<file path="src/rtl/plic_pkg.sv">
// ============================================================================
// Module : plic_pkg
// Brief  : Shared types and default sizes for the PLIC gateway/arbiter block.
// Rev    : 1.0 - initial release
// ============================================================================
`default_nettype none

package plic_pkg;

    localparam int IRQ_NUM_DEF    = 32;
    localparam int PRIO_WIDTH_DEF = 3;

    typedef enum logic [1:0] {
        GW_IDLE = 2'd0,
        GW_PEND = 2'd1,
        GW_INSV = 2'd2
    } gw_state_e;

endpackage

`default_nettype wire

</file>
<file path="src/rtl/plic_gateway.sv">
// ============================================================================
// Module : plic_gateway
// Brief  : Per-source interrupt gateway: IDLE/PEND/INSV FSM with edge latch.
// Rev    : 1.0 - initial release
// ============================================================================
`default_nettype none

module plic_gateway
    import plic_pkg::*;
(
    input  logic clk_i,
    input  logic rst_i,
    input  logic i_irq,
    input  logic i_trig,
    input  logic i_claim,
    input  logic i_comp,
    output logic o_pend
);

    gw_state_e r_state;
    gw_state_e w_state_nxt;
    logic      r_prev;
    logic      r_latch;
    logic      w_latch_nxt;
    logic      w_edge;
    logic      w_req;

    assign w_edge = i_trig & i_irq & ~r_prev;
    assign w_req  = i_trig ? w_edge : i_irq;

    always_ff @(posedge clk_i or posedge rst_i) begin
        if (rst_i) begin
            r_state <= GW_IDLE;
            r_prev  <= 1'b0;
            r_latch <= 1'b0;
        end else begin
            r_state <= w_state_nxt;
            r_prev  <= i_irq;
            r_latch <= w_latch_nxt;
        end
    end

    always_comb begin
        w_state_nxt = r_state;
        w_latch_nxt = r_latch;
        case (r_state)
            GW_IDLE: begin
                if (w_req) begin
                    w_state_nxt = GW_PEND;
                end
            end
            GW_PEND: begin
                if (w_edge) begin
                    w_latch_nxt = 1'b1;
                end
                if (i_claim) begin
                    w_state_nxt = GW_INSV;
                end
            end
            GW_INSV: begin
                if (w_edge) begin
                    w_latch_nxt = 1'b1;
                end
                // An edge arriving with the completion is treated as latched so it is not lost.
                if (i_comp) begin
                    w_latch_nxt = 1'b0;
                    w_state_nxt = (r_latch || w_edge) ? GW_PEND : GW_IDLE;
                end
            end
            default: begin
                w_state_nxt = GW_IDLE;
                w_latch_nxt = 1'b0;
            end
        endcase
    end

    assign o_pend = (r_state == GW_PEND);

endmodule

`default_nettype wire

</file>
<file path="src/rtl/plic_gateway_arb.sv">
// ============================================================================
// Module : plic_gateway_arb
// Brief  : PLIC gateways plus priority arbiter for one target.
//          Optional input synchronizer enabled by macro PLIC_IRQ_SYNC_EN.
// Rev    : 1.0 - initial release
// ============================================================================
`default_nettype none

module plic_gateway_arb
    import plic_pkg::*;
#(
    parameter int IRQ_NUM    = IRQ_NUM_DEF,
    parameter int PRIO_WIDTH = PRIO_WIDTH_DEF,
    localparam int ID_W      = $clog2(IRQ_NUM)
) (
    input  logic                          clk_i,
    input  logic                          rst_i,
    input  logic [IRQ_NUM-1:0]            irq_i,
    input  logic [IRQ_NUM-1:0]            trig_i,
    input  logic [IRQ_NUM-1:0]            ie_i,
    input  logic [IRQ_NUM*PRIO_WIDTH-1:0] prio_i,
    input  logic [PRIO_WIDTH-1:0]         thold_i,
    input  logic                          claim_i,
    input  logic                          comp_i,
    input  logic [ID_W-1:0]               comp_id_i,
    output logic [ID_W-1:0]               max_id_o,
    output logic                          ext_irq_o,
    output logic [IRQ_NUM-1:0]            ip_o
);

    logic [IRQ_NUM-1:0]    w_irq;
    logic [IRQ_NUM-1:0]    w_pend;
    logic [ID_W-1:0]       w_best_id;
    logic [PRIO_WIDTH-1:0] w_best_prio;
    logic [ID_W-1:0]       r_max_id;
    logic [PRIO_WIDTH-1:0] r_max_prio;
    logic                  w_unused_ok;

`ifdef PLIC_IRQ_SYNC_EN
    logic [IRQ_NUM-1:0] r_sync1;
    logic [IRQ_NUM-1:0] r_sync2;

    always_ff @(posedge clk_i or posedge rst_i) begin
        if (rst_i) begin
            r_sync1 <= '0;
            r_sync2 <= '0;
        end else begin
            r_sync1 <= irq_i;
            r_sync2 <= r_sync1;
        end
    end

    assign w_irq = r_sync2;
`else
    assign w_irq = irq_i;
`endif

    // Slot 0 is reserved: it has no gateway and never pends.
    assign w_pend[0] = 1'b0;

    generate
        for (genvar gi = 1; gi < IRQ_NUM; gi++) begin : g_gw
            plic_gateway u_gw (
                .clk_i   (clk_i),
                .rst_i   (rst_i),
                .i_irq   (w_irq[gi]),
                .i_trig  (trig_i[gi]),
                .i_claim (claim_i && (r_max_id == ID_W'(gi))),
                .i_comp  (comp_i && (comp_id_i == ID_W'(gi))),
                .o_pend  (w_pend[gi])
            );
        end
    endgenerate

    // Strict greater-than keeps the lowest ID on ties and rejects priority 0.
    always_comb begin
        w_best_id   = '0;
        w_best_prio = '0;
        for (int i = 1; i < IRQ_NUM; i++) begin
            if (w_pend[i] && ie_i[i] &&
                (prio_i[i*PRIO_WIDTH +: PRIO_WIDTH] > w_best_prio)) begin
                w_best_id   = ID_W'(i);
                w_best_prio = prio_i[i*PRIO_WIDTH +: PRIO_WIDTH];
            end
        end
    end

    always_ff @(posedge clk_i or posedge rst_i) begin
        if (rst_i) begin
            r_max_id   <= '0;
            r_max_prio <= '0;
        end else if (claim_i) begin
            r_max_id   <= '0;
            r_max_prio <= '0;
        end else begin
            r_max_id   <= w_best_id;
            r_max_prio <= w_best_prio;
        end
    end

    assign max_id_o  = r_max_id;
    assign ext_irq_o = (r_max_prio > thold_i);
    assign ip_o      = w_pend;

    assign w_unused_ok = ^{ie_i[0], trig_i[0], prio_i[PRIO_WIDTH-1:0], w_irq[0], w_pend[0]};

endmodule

`default_nettype wire

</file>
<file path="config.mk">
export PLATFORM = sky130hd
export DESIGN_NAME = plic_gateway_arb
export DESIGN_NICKNAME = d
export VERILOG_FILES = /design/src/rtl/plic_pkg.sv /design/src/rtl/plic_gateway.sv /design/src/rtl/plic_gateway_arb.sv
export SDC_FILE = /design/constraint.sdc
export NUM_CORES = 1
export LEC_CHECK = 0
export ABC_AREA = 1
export ABC_CLOCK_PERIOD_IN_PS = 70100
export CORE_ASPECT_RATIO = 1.75
export CORE_MARGIN = 5
export CORE_UTILIZATION = 65
export DETAILED_ROUTE_END_ITERATION = 6
export DONT_BUFFER_PORTS = 1
export GPL_TIMING_DRIVEN = 1
export MAX_ROUTING_LAYER = met4
export PLACE_DENSITY = 0.81
export SYNTH_ARGS = -nofsm -noshare
export SYNTH_HDL_FRONTEND = slang
export SYNTH_SLANG_ARGS = --single-unit
export TNS_END_PERCENT = 50
</file>
<file path="constraint.sdc">
create_clock -name clk_i -period 70.1 [get_ports clk_i]
set_input_delay 17.525 -clock clk_i [delete_from_list [all_inputs] [get_ports clk_i]]
set_output_delay 17.525 -clock clk_i [all_outputs]
set_load 0.02 [all_outputs]
</file>
==> results of run 1 <==
-- sequential cells by signal, summed over array words and instances, names as in the netlist --
signal and cells:
max_id_o 5, r_max_prio 3, g_gw.u_gw.r_latch 31, g_gw.u_gw.r_prev 31
g_gw.u_gw.r_state 62
-- layer usage --
| layer | GRT usage (%) | wire length (µm) |
|---|---|---|
| met1 | 28.2 | 11100 |
| met2 | 53.7 | 17100 |
| met3 | 5.72 | 1890 |
| met4 | 15.8 | 1750 |
| met5 | - | 0 |
-- kinds of logic (layout without fill, tap and decap cells) --
logic type,count (synthesis),count (layout),synth area share [%]
multiplexers,9,9,0.716
flip-flops,132,132,26.2
other,1,1,0.0298
AND/OR/NAND/NOR,796,796,30.1
buffers and inverters,372,372,12.0
AO/OA/AOI/OAI,309,309,14.5
adder cells (fa/ha/maj),165,165,16.4
-- worst paths after layout --
path                       cells after the start               endpoint  slack (ns)
max                                          210            max_id_o[3]       20.13
min reg2reg                                    2  g_gw[28].u_gw.r_latch        0.52
max reg2reg                                  212            max_id_o[3]       36.48
min in group asynchronous                      1    g_gw[9].u_gw.r_prev       17.09
min                                            2  g_gw[28].u_gw.r_latch        0.52
max in group asynchronous                      2   g_gw[20].u_gw.r_prev       51.80
-- area by class of cell --
class / count / area, µm²
timing repair buffer: 2 / 15.0
sequential: 132 / 3300
inverter: 338 / 1270
fill: 1667 / 5890
clock buffer: 22 / 484
multi-input combinational: 1280 / 7770
tap: 241 / 302
clock inverter: 10 / 73.8
-- cell usage in the layout (no fill, tap or decap), types with 16 or more instances in the layout --
| cell type | instances |
|---|---|
| sky130_fd_sc_hd__inv_1 | 312 |
| sky130_fd_sc_hd__nand3_1 | 112 |
| sky130_fd_sc_hd__nand2_1 | 415 |
| sky130_fd_sc_hd__nand2_2 | 71 |
| sky130_fd_sc_hd__nand3_2 | 35 |
| sky130_fd_sc_hd__nor2_1 | 86 |
| sky130_fd_sc_hd__a21oi_1 | 85 |
| sky130_fd_sc_hd__inv_2 | 19 |
| sky130_fd_sc_hd__o21ai_0 | 128 |
| sky130_fd_sc_hd__or2_2 | 16 |
| sky130_fd_sc_hd__clkbuf_16 | 17 |
| sky130_fd_sc_hd__ha_1 | 165 |
| sky130_fd_sc_hd__o31ai_1 | 29 |
| sky130_fd_sc_hd__nand4_1 | 26 |
| sky130_fd_sc_hd__dfrtp_1 | 132 |
-- worst register-to-register path, delay by kind of cell, from the launching register on --
| kind | cells | cell delay, ns |
|---|---|---|
| AND/OR/NAND/NOR | 121 | 13.17 |
| AO/OA/AOI/OAI | 44 | 9.63 |
| adder cells (fa/ha/maj) | 31 | 9.03 |
| buffers and inverters | 16 | 1.30 |
| flip-flops | 1 | 0.40 |
-- metrics by stage --
step | utilization, % | worst slack [ns] | power (mW) | hold slack [ns]
2_1_floorplan | - | 23.60 | 0.522 | 0.488
3_3_place_gp | 66.3 | 20.41 | 0.588 | 0.503
3_5_place_dp | 66.3 | 19.73 | 0.605 | 0.515
4_1_cts | 69.2 | 20.05 | 0.693 | 0.527
5_1_grt | 69.2 | 16.75 | 0.767 | 0.555
6_report | 69.2 | 20.13 | 0.689 | 0.521
-- power groups by stage --
| stage | Clock [mW] | Sequential [mW] | Combinational [mW] |
|---|---|---|---|
| after floorplan | 0 | 0.118 | 0.404 |
| after global placement | 0 | 0.123 | 0.465 |
| after detailed placement | 0 | 0.124 | 0.482 |
| after CTS | 0.0838 | 0.123 | 0.486 |
| after global routing | 0.0872 | 0.127 | 0.553 |
| final | 0.0826 | 0.123 | 0.484 |
==> summary.md, run 1 <==
| Metric | Value |
|---|---|
| Proportion of register bits with asynchronous set or reset after synthesis | 100% |
| Data arrival time of the critical path | 50.28 ns |
| Count of H-tree levels built during CTS | 4 |
| Setup Crit Path Kind | input pin to flop |
| Count of distinct cell types in the synthesized netlist | 45 |
| Slew Limit Fails | 0 |
| Cell area after placement | 0.0127 mm² |
| Max Freq | 20.0 MHz |
| Std cell rows | 67 |
| Rel. slew slack | 52.0% |
| Portion of the post-synthesis area used by sequential elements | 26.2% |
| Critical path launch point type | input pin |
| Period Utilization, post-route | 71.3% |
| Layout Skew | 0.00853 ns |
| Number of nets in the layout | 2140 |
| Post-DRT Antenna Nets | 0 |
| Time the worst path needs with I/O delays and setup | 49.97 ns |
| Maximum vdd drop | 0.0000451 V |
| Largest stage delay on the critical path | 0.51 ns |
| Initial Util | 65.9% |
| Crit path from | prio_i[5] |
| Area growth syn-to-layout | 5.02% |
| Bufs on Longest Clock Path | 2 |
| Die Footprint | 0.0224 mm² |
| Area contributors post-synth | sky130_fd_sc_hd__dfrtp_1 (26%), sky130_fd_sc_hd__ha_1 (16%), sky130_fd_sc_hd__nand2_1 (12%) |
| Setup-violating endpoint count in the final report | 0 |
| Post-detailed-route via-to-cell ratio | 5.62 |
| Sw Pwr | 363 µW |
| Post-CTS Hold Fix Bufs | 0 |
| Result of the run | complete, no violations |
| Cell with the most instances after synthesis | sky130_fd_sc_hd__nand2_1 |
| Dpl hpwl | 26.6 mm |
| Cell area after technology mapping | 0.0126 mm² |
| TritonCTS Sinks | 132 |
| Final non-filler cell area | 0.0132 mm² |
| Number of enable-type register cells in the synthesized netlist | 0 |
| Iter 0 DRT Violations | 624 |
| Start of the worst register-to-register path | g_gw[1].u_gw.r_state[1] |
| Yosys top cell area share | 26.2% |
| Switching part of the total | 52.7% |
| Post-Place Cells | 1993 |
| Placeable core area | 0.0191 mm² |
| CP bufs+invs | 15 |
| Total wire length | 31.9 mm |
| Net count of the mapped netlist | 2153 |
| Mapped Avg Cell Area | 7.06 µm² |
| Post-cts gate resize count | 0 |
| Delay-heaviest family, CP | simple AND/OR/NAND/NOR gates |
| Yosys warnings | 0 |
| Initial antenna violation count | 0 |
| Share of total power in sequential cells | 17.9% |
| Cell taking the most area after synthesis | sky130_fd_sc_hd__dfrtp_1 |
| Clock tree from TritonCTS | done |
| Post-CTS setup buffers | 0 |
| Via count | 11377 |
| DIE WIDTH | 115 µm |
| Int Pwr | 326 µW |
| DR pass1 iterations | 5 |
| Number of global-route vias before repair | 11524 |
| Unrepaired setup endpoints after global routing | false |
| CP max FO | 8 |
| Crit end category | flop |
| First-pass GRT wire length | 51.5 mm |
| Class of the tightest hold or removal check | flop to flop |
| Max capacitance violation total | 0 |
| Largest net degree at the start of global routing | 78 |
| Number of endpoints with negative hold slack in the final report | 0 |
| Floorplan die height | 194 µm |
| CTS clk-pin slew, worst paths | 0.06 ns |
| IO Pins | 242 |
| Data required time of the worst path | 70.40 ns |
| GPL Wtd Cong | 0.913 |
| Clock share of power | 12.0% |
| Total overflow reported by the global router | 0 |
| Post-layout instance count excluding filler cells | 2025 |
| Final routed wire length divided by cell count | 15.8 µm |
| Latest clock arrival within the worst-skew pair | 0.41 ns |
| Count of mapped cells out of synthesis | 1784 |
| Setup TNS | 0 ns |
| Clock root buffer master | sky130_fd_sc_hd__clkbuf_16 |
| Actual slew at the worst max-slew pin | 0.717 ns |
| Total clock buffers created by CTS | 17 |
| Fraction of layout cells with a size suffix above 1 | 11.7% |
| DRC viols | 0 |
| Leak Pwr | 7.29 nW |
| Most frequent cells after synthesis | sky130_fd_sc_hd__nand2_1 (415), sky130_fd_sc_hd__inv_1 (313), sky130_fd_sc_hd__ha_1 (165) |
| Count of input and output buffers | 0 |
| Cell area power density | 52.1 mW/mm² |
| Cell with the largest stage delay on the worst path | sky130_fd_sc_hd__o311ai_0 |
| Top_reg_cell synth | sky130_fd_sc_hd__dfrtp_1 |
| Combinational fraction of design power | 70.1% |
| Antenna cell count | 0 |
| Global-route usage over all layers | 29.4% |
| Post-synthesis register bit count | 132 |
| Origin of the worst min-delay path | g_gw[28].u_gw.r_latch |
No activity file was read; power rests on OpenSTA's default activity.
==> run 2, diff against run 1 <==
ABC_CLOCK_PERIOD_IN_PS = 40500   (was 70100)
CORE_UTILIZATION = 60   (was 65)
PLACE_DENSITY = 0.79   (was 0.81)
clock period = 40.5 ns   (was 70.1 ns; I/O delays follow)
==> summary.md, run 2 (synthesized netlist as in run 1, its figures left out) <==
| Metric | Value |
|---|---|
| Initial antenna violation count | 0 (unchanged) |
| Post-DRT Antenna Nets | 0 (unchanged) |
| Clock tree from TritonCTS | done |
| Post-detailed-route via-to-cell ratio | 5.56 (-0.95%) |
| Count of H-tree levels built during CTS | 4 (unchanged) |
| Time the worst path needs with I/O delays and setup | 38.25 ns |
| Global-route usage over all layers | 28.0% (-1.4 points) |
| Routed length on met2 | 17.4 mm (+1.5%) |
| Final non-filler cell area | 0.0139 mm² (+5.4%) |
| Std cell rows | 70 (+4.5%) |
| Routed wl met3 | 1.93 mm (+2.1%) |
| Class of the tightest hold or removal check | flop to flop |
| Iter 0 DRT Violations | 615 (-1.4%) |
| Slew Limit Fails | 0 (unchanged) |
| Number of nets in the layout | 2205 (+3.0%) |
| Met1 routed wirelength after detailed routing | 11.4 mm (+2.4%) |
| Final worst hold slack | 0.517 ns (-0.00455 ns) |
| Largest stage delay on the critical path | 0.32 ns (-0.19 ns) |
| Bufs on Longest Clock Path | 2 (unchanged) |
| Area growth syn-to-layout | 10.6% |
| Latest clock arrival within the worst-skew pair | 0.43 ns (+0.02 ns) |
| Count of input and output buffers | 0 (unchanged) |
| Via count | 11692 (+2.8%) |
| Setup Crit Path Kind | input pin to flop |
| IO Pins | 242 (unchanged) |
| Most common library cell in the layout ignoring fill and taps | sky130_fd_sc_hd__nand2_1 |
| Register ranked first by flip-flop count | g_gw.u_gw.r_state |
| Result of the run | complete, no violations |
| DR pass1 iterations | 7 (+2) |
| DRC viols | 0 (unchanged) |
| Number of flip-flops under the largest register name | 62 (unchanged) |
| Period Utilization, post-route | 94.4% |
| Critical path launch point type | input pin |
| Placeable core area | 0.0208 mm² (+8.6%) |
| Data required time of the worst path | 40.82 ns (-29.58 ns) |
| First-pass GRT wire length | 53.2 mm (+3.3%) |
| Antenna cell count | 0 (unchanged) |
| Clock root buffer master | sky130_fd_sc_hd__clkbuf_16 |
| Rel. slew slack | 37.7% (-14 points) |
| Largest net degree at the start of global routing | 73 (-6.4%) |
| Max capacitance violation total | 0 (unchanged) |
| Fraction of layout cells with a size suffix above 1 | 16.7% (+4.9 points) |
| Most used cell along the critical path | sky130_fd_sc_hd__nand2_2 |
| Cell area power density | 95.1 mW/mm² (+82%) |
| Maximum vdd drop | 0.0000991 V (+120%) |
| Floorplan die height | 202 µm (+3.9%) |
| DIE WIDTH | 120 µm (+3.7%) |
| Minimum setup slack after placement | -0.718 ns (-20.45 ns) |
| Cell area after placement | 0.0131 mm² (+3.8%) |
| Die Footprint | 0.0241 mm² (+7.7%) |
| Initial Util | 60.7% (-5.2 points) |
| Total clock buffers created by CTS | 17 (unchanged) |
| GPL Wtd Cong | 0.920 (+0.70%) |
| Data arrival time of the critical path | 38.57 ns (-11.71 ns) |
| Leak Pwr | 7.65 nW (+5.0%) |
| Actual slew at the worst max-slew pin | 0.934 ns (+0.217 ns) |
| Max Freq | 26.1 MHz |
| Final routed wire length divided by cell count | 15.6 µm (-0.87%) |
| Commonest cells after routing, fill and taps aside | sky130_fd_sc_hd__nand2_1 (415), sky130_fd_sc_hd__inv_1 (311), sky130_fd_sc_hd__ha_1 (165), sky130_fd_sc_hd__dfrtp_1 (132), sky130_fd_sc_hd__nand3_1 (112) |
| Setup-violating endpoint count in the final report | 0 (unchanged) |
| Post-CTS Hold Fix Bufs | 0 (unchanged) |
| Dpl hpwl | 27.6 mm (+3.8%) |
| Sequential cell area | 0.00330 mm² (unchanged) |
| Footprint of the multi-input gates | 0.00792 mm² (+1.9%) |
| Crit end category | flop |
| TritonCTS Sinks | 132 (unchanged) |
| CP max FO | 8 (unchanged) |
| Finished Core Util | 67.1% (-2.1 points) |
| Total wire length | 32.8 mm (+2.8%) |
| CTS clk-pin slew, worst paths | 0.05 ns (about the same) |
| Number of endpoints with negative hold slack in the final report | 0 (unchanged) |
| Smallest setup slack after layout | 2.25 ns (-17.88 ns) |
| Layout Skew | 0.0102 ns (+0.00164 ns) |
| Number of global-route vias before repair | 11894 (+3.2%) |
| Total overflow reported by the global router | 0 (unchanged) |
| Top Layer Used | met4 |
| FILL cells | 1806 (+8.3%) |
| Largest registers in the final layout | g_gw.u_gw.r_state x62, g_gw.u_gw.r_latch x31, g_gw.u_gw.r_prev x31 |
| Cell with the largest stage delay on the worst path | sky130_fd_sc_hd__or2_2 |
==> run 2: worst paths after layout <==
kind                                          from                    end  slack [ns]  depth (start not counted)
setup / recovery                         prio_i[5]            max_id_o[3]        2.25                        229
hold / removal               g_gw[15].u_gw.r_latch  g_gw[15].u_gw.r_latch        0.52                          2
setup reg to reg           g_gw[1].u_gw.r_state[1]            max_id_o[3]       11.01                        231
hold reg to reg              g_gw[15].u_gw.r_latch  g_gw[15].u_gw.r_latch        0.52                          2
max in group asynchronous                    rst_i   g_gw[23].u_gw.r_prev       29.50                          2
min in group asynchronous                    rst_i    g_gw[2].u_gw.r_prev        9.62                          1
==> run 2: stage by stage <==
stage | instances | total power [mW] | setup TNS, ns
finish | 2101 | 1.33 | 0
global route | 2101 | 1.47 | -0.637
CTS | 2098 | 1.30 | 0
detailed placement | 2066 | 1.13 | -5.06
global placement | 2066 | 1.09 | -1.14
floorplan | 1784 | 0.904 | 0
==> run 2: cell type report <==
| cell class | instances | area share (%) |
|---|---|---|
| Clock buffer | 23 | 3.50 |
| Clock inverter | 9 | 0.898 |
| Inverter | 338 | 9.14 |
| Multi-Input combinational cell | 1280 | 56.9 |
| Sequential cell | 132 | 23.7 |
| Tap cell | 252 | 2.26 |
| Timing Repair Buffer | 67 | 3.61 |
==> run 2: where the power goes <==
group          total (mW)  internal [mW]  switching (mW)
Clock               0.160          0.103          0.0575
Combinational       0.952          0.389           0.563
Sequential          0.213          0.173          0.0398
Total                1.33          0.665           0.660
==> run 2: layer usage <==
layer,vias to the layer above,global-route usage [%]
li1,5831,-
met2,322,50.3
met4,0,16.6
met3,108,6.47
met1,5431,27.0
met5,-,-
==> run 2: repair_timing <==
action                     in CTS  in global routing
pin swaps                       0                 14
setup endpoints to repair       8                  8
gates resized for setup         5                 68
setup buffers                   0                  3
==> run 2: worst max-delay path, delay by kind of cell <==
family                   cells  cell delay [ns]
adder cells (fa/ha/maj)     30             8.30
AO/OA/AOI/OAI               43             4.85
buffers and inverters       13             1.00
AND/OR/NAND/NOR            143            14.24
==> run 3, diff against run 2 <==
ABC_CLOCK_PERIOD_IN_PS = 41500   (was 40500)
CORE_UTILIZATION = 65   (was 60)
PLACE_DENSITY = 0.81   (was 0.79)
SLEW_MARGIN = 0   (was unset)
clock period = 41.5 ns   (was 40.5 ns; I/O delays follow)
==> summary.md, run 3 (synthesized netlist as in run 1, its figures left out) <==
| Metric | Value |
|---|---|
| Result of the run | complete, no violations |
| Routed length on met2 | 17.4 mm (about the same) |
| Maximum vdd drop | 0.000106 V (+6.5%) |
| Floorplan die height | 194 µm (-3.7%) |
| Actual slew at the worst max-slew pin | 0.947 ns (+0.0134 ns) |
| Max Freq | 25.2 MHz |
| Footprint of the multi-input gates | 0.00797 mm² (+0.55%) |
| Worst R2R Setup Slack | 10.89 ns (-0.12 ns) |
| Reg-to-reg critical path endpoint | max_id_o[3] |
| Latest clock arrival within the worst-skew pair | 0.42 ns (about the same) |
| Initial Util | 65.9% (+5.2 points) |
| Largest registers in the final layout | g_gw.u_gw.r_state x62, g_gw.u_gw.r_latch x31, g_gw.u_gw.r_prev x31 |
| CP max FO | 8 (unchanged) |
| DRC viols | 0 (unchanged) |
| Cell with the largest stage delay on the worst path | sky130_fd_sc_hd__ha_1 |
| Register ranked first by flip-flop count | g_gw.u_gw.r_state |
| Clock tree from TritonCTS | done |
| Post-CTS Hold Fix Bufs | 0 (unchanged) |
| Sw Pwr | 640 µW (-3.0%) |
| Met1 routed wirelength after detailed routing | 11.4 mm (-0.41%) |
| Setup Crit Path Kind | input pin to flop |
| Top Layer Used | met4 |
| Die Footprint | 0.0224 mm² (-7.2%) |
| Commonest cells after routing, fill and taps aside | sky130_fd_sc_hd__nand2_1 (415), sky130_fd_sc_hd__inv_1 (312), sky130_fd_sc_hd__ha_1 (165), sky130_fd_sc_hd__dfrtp_1 (132), sky130_fd_sc_hd__nand3_1 (112) |
| Placeable core area | 0.0191 mm² (-7.9%) |
| Critical path launch point type | input pin |
| Leak Pwr | 7.51 nW (-1.9%) |
| Combinational fraction of design power | 71.2% (-0.6 points) |
| DR pass1 iterations | 5 (-2) |
| IO Pins | 242 (unchanged) |
| Count of input and output buffers | 0 (unchanged) |
| GPL Wtd Cong | 0.920 (about the same) |
| Max capacitance violation total | 0 (unchanged) |
| Period Utilization, post-route | 95.5% |
| Largest stage delay on the critical path | 0.32 ns (about the same) |
| Cell area power density | 91.1 mW/mm² (-4.3%) |
| CTS clk-pin slew, worst paths | 0.06 ns (about the same) |
| Bufs on Longest Clock Path | 2 (unchanged) |
| Sequential cell area | 0.00330 mm² (unchanged) |
| FILL cells | 1592 (-12%) |
| Crit end category | flop |
| Int Pwr | 604 µW (-9.2%) |
| Data required time of the worst path | 41.80 ns (+0.98 ns) |
| Start of the worst register-to-register path | g_gw[1].u_gw.r_state[1] |
| Area growth syn-to-layout | 8.53% |
| Global-route usage over all layers | 29.5% (+1.5 points) |
| Class of the tightest hold or removal check | flop to flop |
| Std cell rows | 67 (-4.3%) |
| Share of total power in sequential cells | 16.8% (+0.7 points) |
| Iter 0 DRT Violations | 566 (-8.0%) |
| Most used cell along the critical path | sky130_fd_sc_hd__nand2_1 |
| Routed wl met3 | 1.90 mm (-1.5%) |
| First-pass GRT wire length | 51.8 mm (-2.6%) |
| Via count | 11485 (-1.8%) |
| Origin of the worst min-delay path | g_gw[27].u_gw.r_latch |
| Total overflow reported by the global router | 0 (unchanged) |
| Antenna cell count | 0 (unchanged) |
| Post-detailed-route via-to-cell ratio | 5.59 (+0.53%) |
| Time the worst path needs with I/O delays and setup | 39.62 ns |
| Slew Limit Fails | 0 (unchanged) |
| Number of global-route vias before repair | 11592 (-2.5%) |
| Power Total | 1.24 mW (-6.1%) |
| TritonCTS Sinks | 132 (unchanged) |
| Setup TNS | 0 ns (unchanged) |
| Depth of the most critical reg-to-reg path | 232 (+0.43%) |
| Total wire length | 32.4 mm (-1.2%) |
| Layout Skew | 0.0107 ns (+0.000522 ns) |
| Setup-violating endpoint count in the final report | 0 (unchanged) |
| Final routed wire length divided by cell count | 15.8 µm (+1.1%) |
| Initial antenna violation count | 0 (unchanged) |
| Fraction of layout cells with a size suffix above 1 | 14.6% (-2.1 points) |
| Largest net degree at the start of global routing | 68 (-6.8%) |
| Number of nets in the layout | 2168 (-1.7%) |
| Clock root buffer master | sky130_fd_sc_hd__clkbuf_16 |
| Finished Core Util | 71.5% (+4.4 points) |
| Most common library cell in the layout ignoring fill and taps | sky130_fd_sc_hd__nand2_1 |
| Dpl hpwl | 26.8 mm (-2.9%) |
| Rel. slew slack | 36.6% (-1.1 points) |
| Post-DRT Antenna Nets | 0 (unchanged) |
| Data arrival time of the critical path | 39.92 ns (+1.35 ns) |
| Clock share of power | 12.0% (about the same) |
| Switching part of the total | 51.5% (+1.7 points) |
| DIE WIDTH | 115 µm (-3.6%) |
| Number of flip-flops under the largest register name | 62 (unchanged) |
| Total clock buffers created by CTS | 17 (unchanged) |
| Hold EP | g_gw[27].u_gw.r_latch |
| Count of H-tree levels built during CTS | 4 (unchanged) |
| Depth of the worst hold-timing path | 2 (unchanged) |
| Number of endpoints with negative hold slack in the final report | 0 (unchanged) |
run 3: cell types whose count changed in the layout (fill, tap and decap cells not counted), sizes merged:
cell    change
bufinv      -1
buf        -37
clkbuf      +1
run 3: layer usage:
| metal | vias up | GRT usage [%] |
|---|---|---|
| met1 | 5349 | 29.4 |
| li1 | 5760 | - |
| met3 | 86 | 5.43 |
| met4 | 0 | 15.0 |
| met5 | - | - |
| met2 | 290 | 53.5 |
run 3: worst max-delay path by stage:
stage	from	end	slack (ns)	cells after the start
after floorplan	prio_i[5]	max_id_o[3]	2.15	224
after global routing	prio_i[5]	r_max_prio[1]	-0.31	233
after detailed placement	prio_i[5]	r_max_prio[1]	-0.84	210
final	prio_i[5]	max_id_o[3]	1.88	230
after global placement	prio_i[5]	r_max_prio[1]	-0.18	208
after CTS	prio_i[5]	r_max_prio[1]	0.05	212
run 3: worst max-delay path, delay by kind of cell:
family          cells  cell delay (ns)
simple gates      145            15.49
fa+ha+maj          30             8.39
compound gates     43             4.76
buf+inv            12             0.81
run 3: through the flow:
step | instances | instance area [µm²] | hold WS, ns | setup WS (ns)
CTS | 2045 | 13400 | 0.527 | 0.0455
detailed placement | 2013 | 12800 | 0.517 | -0.845
global placement | 2013 | 12800 | 0.505 | -0.177
floorplan | 1784 | 12600 | 0.488 | 2.15
global route | 2053 | 13700 | 0.557 | -0.310
finish | 2053 | 13700 | 0.521 | 1.88
run 3: power by group through the flow:
stage | Sequential (mW) | Combinational [mW] | Clock (mW)
finish | 0.208 | 0.886 | 0.150
global placement | 0.207 | 0.805 | 0
detailed placement | 0.209 | 0.834 | 0
CTS | 0.208 | 0.841 | 0.152
floorplan | 0.199 | 0.683 | 0
global route | 0.214 | 0.999 | 0.158
run 3: timing repair:
action,in CTS,in global routing
endpoints found under the setup margin,8,8
resized for setup,7,68
buffers inserted,0,8
pin swaps,0,16
run 3: final cells by class:
type | count | share of cell area [%]
Multi-Input combinational cell | 1280 | 58.3
Sequential cell | 132 | 24.2
Inverter | 338 | 9.32
Clock buffer | 24 | 3.60
Tap cell | 241 | 2.21
Timing Repair Buffer | 30 | 1.68
Clock inverter | 8 | 0.723
==> patch 1 (flow settings as in run 2) <==
Set the package constant `IRQ_NUM_DEF` to 16 (it was 32).
--- a/src/rtl/plic_pkg.sv
+++ b/src/rtl/plic_pkg.sv
@@ -7,7 +7,7 @@
 
 package plic_pkg;
 
-    localparam int IRQ_NUM_DEF    = 32;
+    localparam int IRQ_NUM_DEF    = 16;
     localparam int PRIO_WIDTH_DEF = 3;
 
     typedef enum logic [1:0] {
Ports: changed (7 resized); port bits go from 242 to 128. No check against the original RTL was run, so the function may have changed too.
==> patch 1 against run 2 <==
  * Setup slack gained 14 ns
  * Power shrank 63%
  * Sequential cell count shrank 65
  * Via count shrank 53%
  * Wire length shrank 57%
  * Synthesized area shrank 50%
  * Hold slack lost 0.0017 ns
  * Sequential power shrank 49%
  * First-iteration DRC count shrank 72%
  * Design area shrank 53%
  * Critical path depth shrank 126
  * Maximum frequency grew 55%
  * Critical endpoint unchanged
==> patch 1: results (changes against run 2) <==
Detailed routing
  • Drt wl/cell: 14.2 um (-9.2%)
  • WL final: 14200 um (-57%)
  • Via count: 5446 (-53%)
  • Drt first-iter violations: 171 (-72%)
  • Pre-antenna DRT Iters: 4 (-3)

Logic synthesis
  • Most used DFF post-synth: dfrtp_1
  • Post-synthesis cell count: 877 (-51%)
  • Top post-synthesis cells by area: dfrtp_1 27%, ha_1 17%, nand2_1 11%, inv_1 9.1%, nand3_1 5.1%
  • Seq/Total Area, Yosys: 0.269 (+0.00616)
  • Synth unique cells: 35 (-22%)
  • Synth warn: 0 (unchanged)
  • Ys async rst share: 1.00 (unchanged)
  • Post-Syn Nets: 1069 (-50%)
  • Post-synth top cells: 185 x nand2_1, 151 x inv_1, 85 x ha_1, 67 x dfrtp_1, 64 x nand3_1

Setup path
  • Worst r2r path cells: 105 (-55%)
  • CP peak stage delay: 0.35 ns (+0.03 ns)
  • Crit path DAT: 24.89 ns (-13.68 ns)
  • Slowest stage cell, crit path: o21ai_0
  • Crit Path Max Fanout: 8 (unchanged)

Placement
  • Pre-CTS setup slack: 15.32 ns (+16.04 ns)
  • Input/output buffers: 0 (unchanged)
  • Placed inst area: 6280 um2 (-52%)
  • DP HPWL: 12000 um (-57%)
  • RD Place Congestion: 0.893 (-2.9%)
  • Placed Instances: 987 (-52%)

Timing
  • Worst relative slew slack: 0.426 (+0.0482)
  • Fin Clk Skew: 0.00610 ns (-0.00406 ns)

Clock tree
  • Post-CTS sizing: 0 (-5)
  • Clock Latency Late Sink: 0.33 ns (-0.10 ns)
  • CTS clk-pin slew, worst paths: 0.06 ns
  • Total CTS buffers: 9 (-8)
  • CTS Buffer Depth: 2 (unchanged)
  • CTS root buf: clkbuf_16
  • Clock H-tree levels: 3 (-1)
  • Postcts setup bufs: 0 (unchanged)

Status
  • Outcome: finished clean

GRT
  • Largest net degree at the start of global routing: 68 (-6.8%)
  • Antenna violations before repair: 0 (unchanged)
  • Vias in the first global route: 5280 (-56%)
  • GRT Total Usage: 0.238 (-0.0428)
  • First-pass GRT wire length: 23400 um (-56%)

Cells and area
  • # diodes: 0 (unchanged)
  • Share of post-route cells with drive strength above 1: 0.115 (-0.0513)
  • Top flop regs: g_gw.u_gw.r_state: 30 flops, g_gw.u_gw.r_latch: 15 flops, g_gw.u_gw.r_prev: 15 flops

Power and ir drop
  • Maximum vdd drop: 0.0345 mV (-65%)
  • Leak: 3.60 nW (-53%)

Hold path
  • Worst hold path class: flop to flop
  • Cell count of the worst hold path: 2 (unchanged)
[patch 1: changes by cell type after synthesis, moves of 40 or more]
cell / change
nand2_1: -230
inv_1: -162
ha_1: -80
o21ai_0: -71
dfrtp_1: -65
nand3_1: -48
nor2_1: -40
[patch 1: critical path: cells and delay by family]
kind | cells | cell delay, ns
simple gates | 66 | 7.09
compound gates | 18 | 3.26
buf+inv | 5 | 0.35
fa+ha+maj | 14 | 4.01
[patch 1: logic make-up (layout without fill, tap and decap cells)]
family          after synthesis  in the layout  share of synthesized area
compound gates              155            155                      0.140
simple gates                387            387                      0.301
fa+ha+maj                    85             85                      0.170
buf+inv                     182            181                      0.120
flops                        67             67                      0.269
other cells                   1              1                   0.000601
[patch 1: layer usage]
metal,track usage,vias up,part of all wire
met5,-,-,0
met4,0.0860,0,0.032
met3,0.0414,24,0.048
met2,0.463,107,0.58
met1,0.220,2511,0.34
li1,-,2804,-
[patch 1: area by class of cell]
cell class | instances | area (um2)
clock buffer | 9 | 225
clock inverter | 7 | 76.3
fill | 947 | 3650
inverter | 164 | 621
multi-input combinational | 628 | 3820
sequential | 67 | 1680
tap | 127 | 159
timing repair buffer | 1 | 7.51
[patch 1: power by group]
| group | leakage [nW] | switching, mW | internal, mW |
|---|---|---|---|
| sequential | 0.849 | 0.0203 | 0.0884 |
| clock | 0.142 | 0.0308 | 0.0480 |
| combinational | 2.61 | 0.194 | 0.109 |
[patch 1: worst paths after layout]
path | start | end | slack [ns]
min reg2reg | g_gw[15].u_gw.r_latch$_DFFE_PP0N_ | g_gw[15].u_gw.r_latch$_DFFE_PP0N_ | 0.51
min | g_gw[15].u_gw.r_latch$_DFFE_PP0N_ | g_gw[15].u_gw.r_latch$_DFFE_PP0N_ | 0.51
max reg2reg | g_gw[1].u_gw.r_state[1]$_DFFE_PP0P_ | max_id_o[3]$_DFF_PP0_ | 24.71
max in group asynchronous | rst_i | g_gw[8].u_gw.r_state[1]$_DFFE_PP0P_ | 30.01
min in group asynchronous | rst_i | g_gw[11].u_gw.r_prev$_DFF_PP0_ | 9.92
max | ie_i[1] | max_id_o[3]$_DFF_PP0_ | 15.84
[patch 1: metrics by stage]
stage,utilization,hold slack [ns]
after global placement,0.614,0.508
after global routing,0.643,0.542
after CTS,0.643,0.523
after detailed placement,0.614,0.511
final,0.643,0.515
after floorplan,-,0.488
==> patch 2 (flow settings as in run 2) <==
Without the edit above. Re-encode `gw_state_e` (3 states) as one-hot, 3 bits wide.
--- a/src/rtl/plic_pkg.sv
+++ b/src/rtl/plic_pkg.sv
@@ -10,10 +10,10 @@
     localparam int IRQ_NUM_DEF    = 32;
     localparam int PRIO_WIDTH_DEF = 3;
 
-    typedef enum logic [1:0] {
-        GW_IDLE = 2'd0,
-        GW_PEND = 2'd1,
-        GW_INSV = 2'd2
+    typedef enum logic [2:0] {
+        GW_IDLE = 3'b001,
+        GW_PEND = 3'b010,
+        GW_INSV = 3'b100
     } gw_state_e;
 
 endpackage
Formal check against the unedited RTL: no difference found for any inputs over 4 cycles, from zero or initial values and one cycle with rst_i high; so few cycles prove little.
==> patch 2 against run 2 <==
  * Sequential power grew 27%
  * Non-clock buffer count decreased by 7
  * Power fell by 8.8%
  * Core utilization is 0.28 points higher
  * Design area decreased by 1.9%
  * Synthesized area fell by 1.9%
  * Setup slack lost 0.11 ns
  * Register-to-register slack gained 0.22 ns
  * Wire length is 0.86% higher
  * Die area is 1.8% lower
  * Sequential cell count increased by 31
  * Combinational power down 17%
  * Clock skew fell by 0.0019 ns
  * Maximum frequency shrank 0.28%
  * Largest cell class unchanged
==> patch 2: results (changes against run 2) <==
Status
  • Outcome: finished clean

Detailed routing
  • WL final: 33100 um (+0.86%)
  • Drt first-iter violations: 438 (-29%)
  • Met3 Routed Length: 1810 um (-6.0%)
  • Via/cell ratio: 5.61 (+0.79%)
  • Pre-antenna DRT Iters: 6 (-1)
  • M1 wire length: 11400 um (+0.16%)
  • Drt wl/cell: 15.7 um (+0.48%)

Logic synthesis
  • Multiplexer area fraction after synthesis: 0 (-0.00716)
  • Seq/Total Area, Yosys: 0.333 (+0.0710)
  • Post-Synth XOR/XNOR Area: 0 (unchanged)
  • Synth unique cells: 46 (+2.2%)
  • Synthesized area per cell: 6.84 um2 (-3.0%)
  • Top post-synthesis cells by area: dfrtp_1 27%, nand2_1 12%, inv_1 9.6%, dfstp_2 6.6%, o21ai_0 5.8%
  • Post-Syn Nets: 2049 (-4.8%)
  • Adder-cell share of the synthesized area: 0.0405 (-0.123)
  • Compound-Gate Fraction of Synth Area: 0.154 (+0.00949)
  • Post-synth top cells: 395 x nand2_1, 315 x inv_1, 143 x o21ai_0, 140 x nand3_1, 132 x dfrtp_1

Setup path
  • R2R Setup Slk: 11.23 ns (+0.22 ns)
  • Worst r2r path cells: 230 (-0.43%)
  • Crit path DAT: 38.71 ns (+0.14 ns)
  • Slowest stage cell, crit path: ha_1
  • Critical path startpoint: ie_i[1]
  • RR Endpoint: max_id_o[2]$_DFF_PP0_

Placement
  • Pre-CTS setup slack: -1.30 ns (-0.586 ns)
  • RD Place Congestion: 0.933 (+1.4%)
  • Placed inst area: 12800 um2 (-2.5%)
  • Placed Instances: 2071 (+0.24%)

Power and ir drop
  • Leak: 7.39 nW (-3.4%)
  • Maximum vdd drop: 0.0781 mV (-21%)

GRT
  • Vias in the first global route: 11700 (-1.5%)
  • Largest net degree at the start of global routing: 89 (+22%)
  • GRT Total Usage: 0.276 (-0.00402)
  • First-pass GRT wire length: 51800 um (-2.6%)
  • Met3 Resource Use GR: 0.0555 (-0.00914)
  • Grt met1 use: 0.264 (-0.00616)
  • Met2 Usage GRT: 0.509 (+0.00543)

Clock tree
  • CTS clk-pin slew, worst paths: 0.06 ns
  • Clock Latency Late Sink: 0.41 ns (-0.02 ns)

Cells and area
  • Share of post-route cells with drive strength above 1: 0.189 (+0.0220)
  • Top flop regs: g_gw.u_gw.r_state: 93 flops, g_gw.u_gw.r_latch: 31 flops, g_gw.u_gw.r_prev: 31 flops

Timing
  • Worst slew pin tran: 1.13 ns (+0.193 ns)
  • Hold WS: 0.495 ns (-0.0212 ns)
  • Fin Clk Skew: 0.00825 ns (-0.00191 ns)

Hold path
  • Min-delay src: g_gw[3].u_gw.r_state[0]$_DFFE_PP1P_
## patch 2: cell types whose count changed after synthesis, sizes merged, moves of 9 or more
cell   before  now
nand2     500  482
nor2       88  131
a31oi       4   21
o21ai     136  149
nor3       11   70
nand3     147  178
a21oi      96  108
dfstp       0   31
o31ai      31   13
nand4      26    5
mux2i       9    0
ha        165   40
o21a        0   10
## patch 2: layout make-up
type	instances	area [um2]
fill	1808	6620
tap	248	310
timing repair buffer	60	450
clock buffer	23	468
sequential	163	4120
inverter	338	1280
clock inverter	9	82.6
multi-input combinational	1268	6960
## patch 2: tightest hold or removal path, delay by kind of cell, from the launching register on
| family | cells | cell delay, ns |
|---|---|---|
| simple gates | 1 | 0.06 |
| compound gates | 1 | 0.05 |
| flops | 1 | 0.38 |
## patch 2: power breakdown
part	total, mW	switching (mW)	internal [mW]	leakage, nW
combinational	0.787	0.482	0.305	5.10
clock	0.151	0.0630	0.0877	0.267
sequential	0.271	0.0373	0.233	2.02
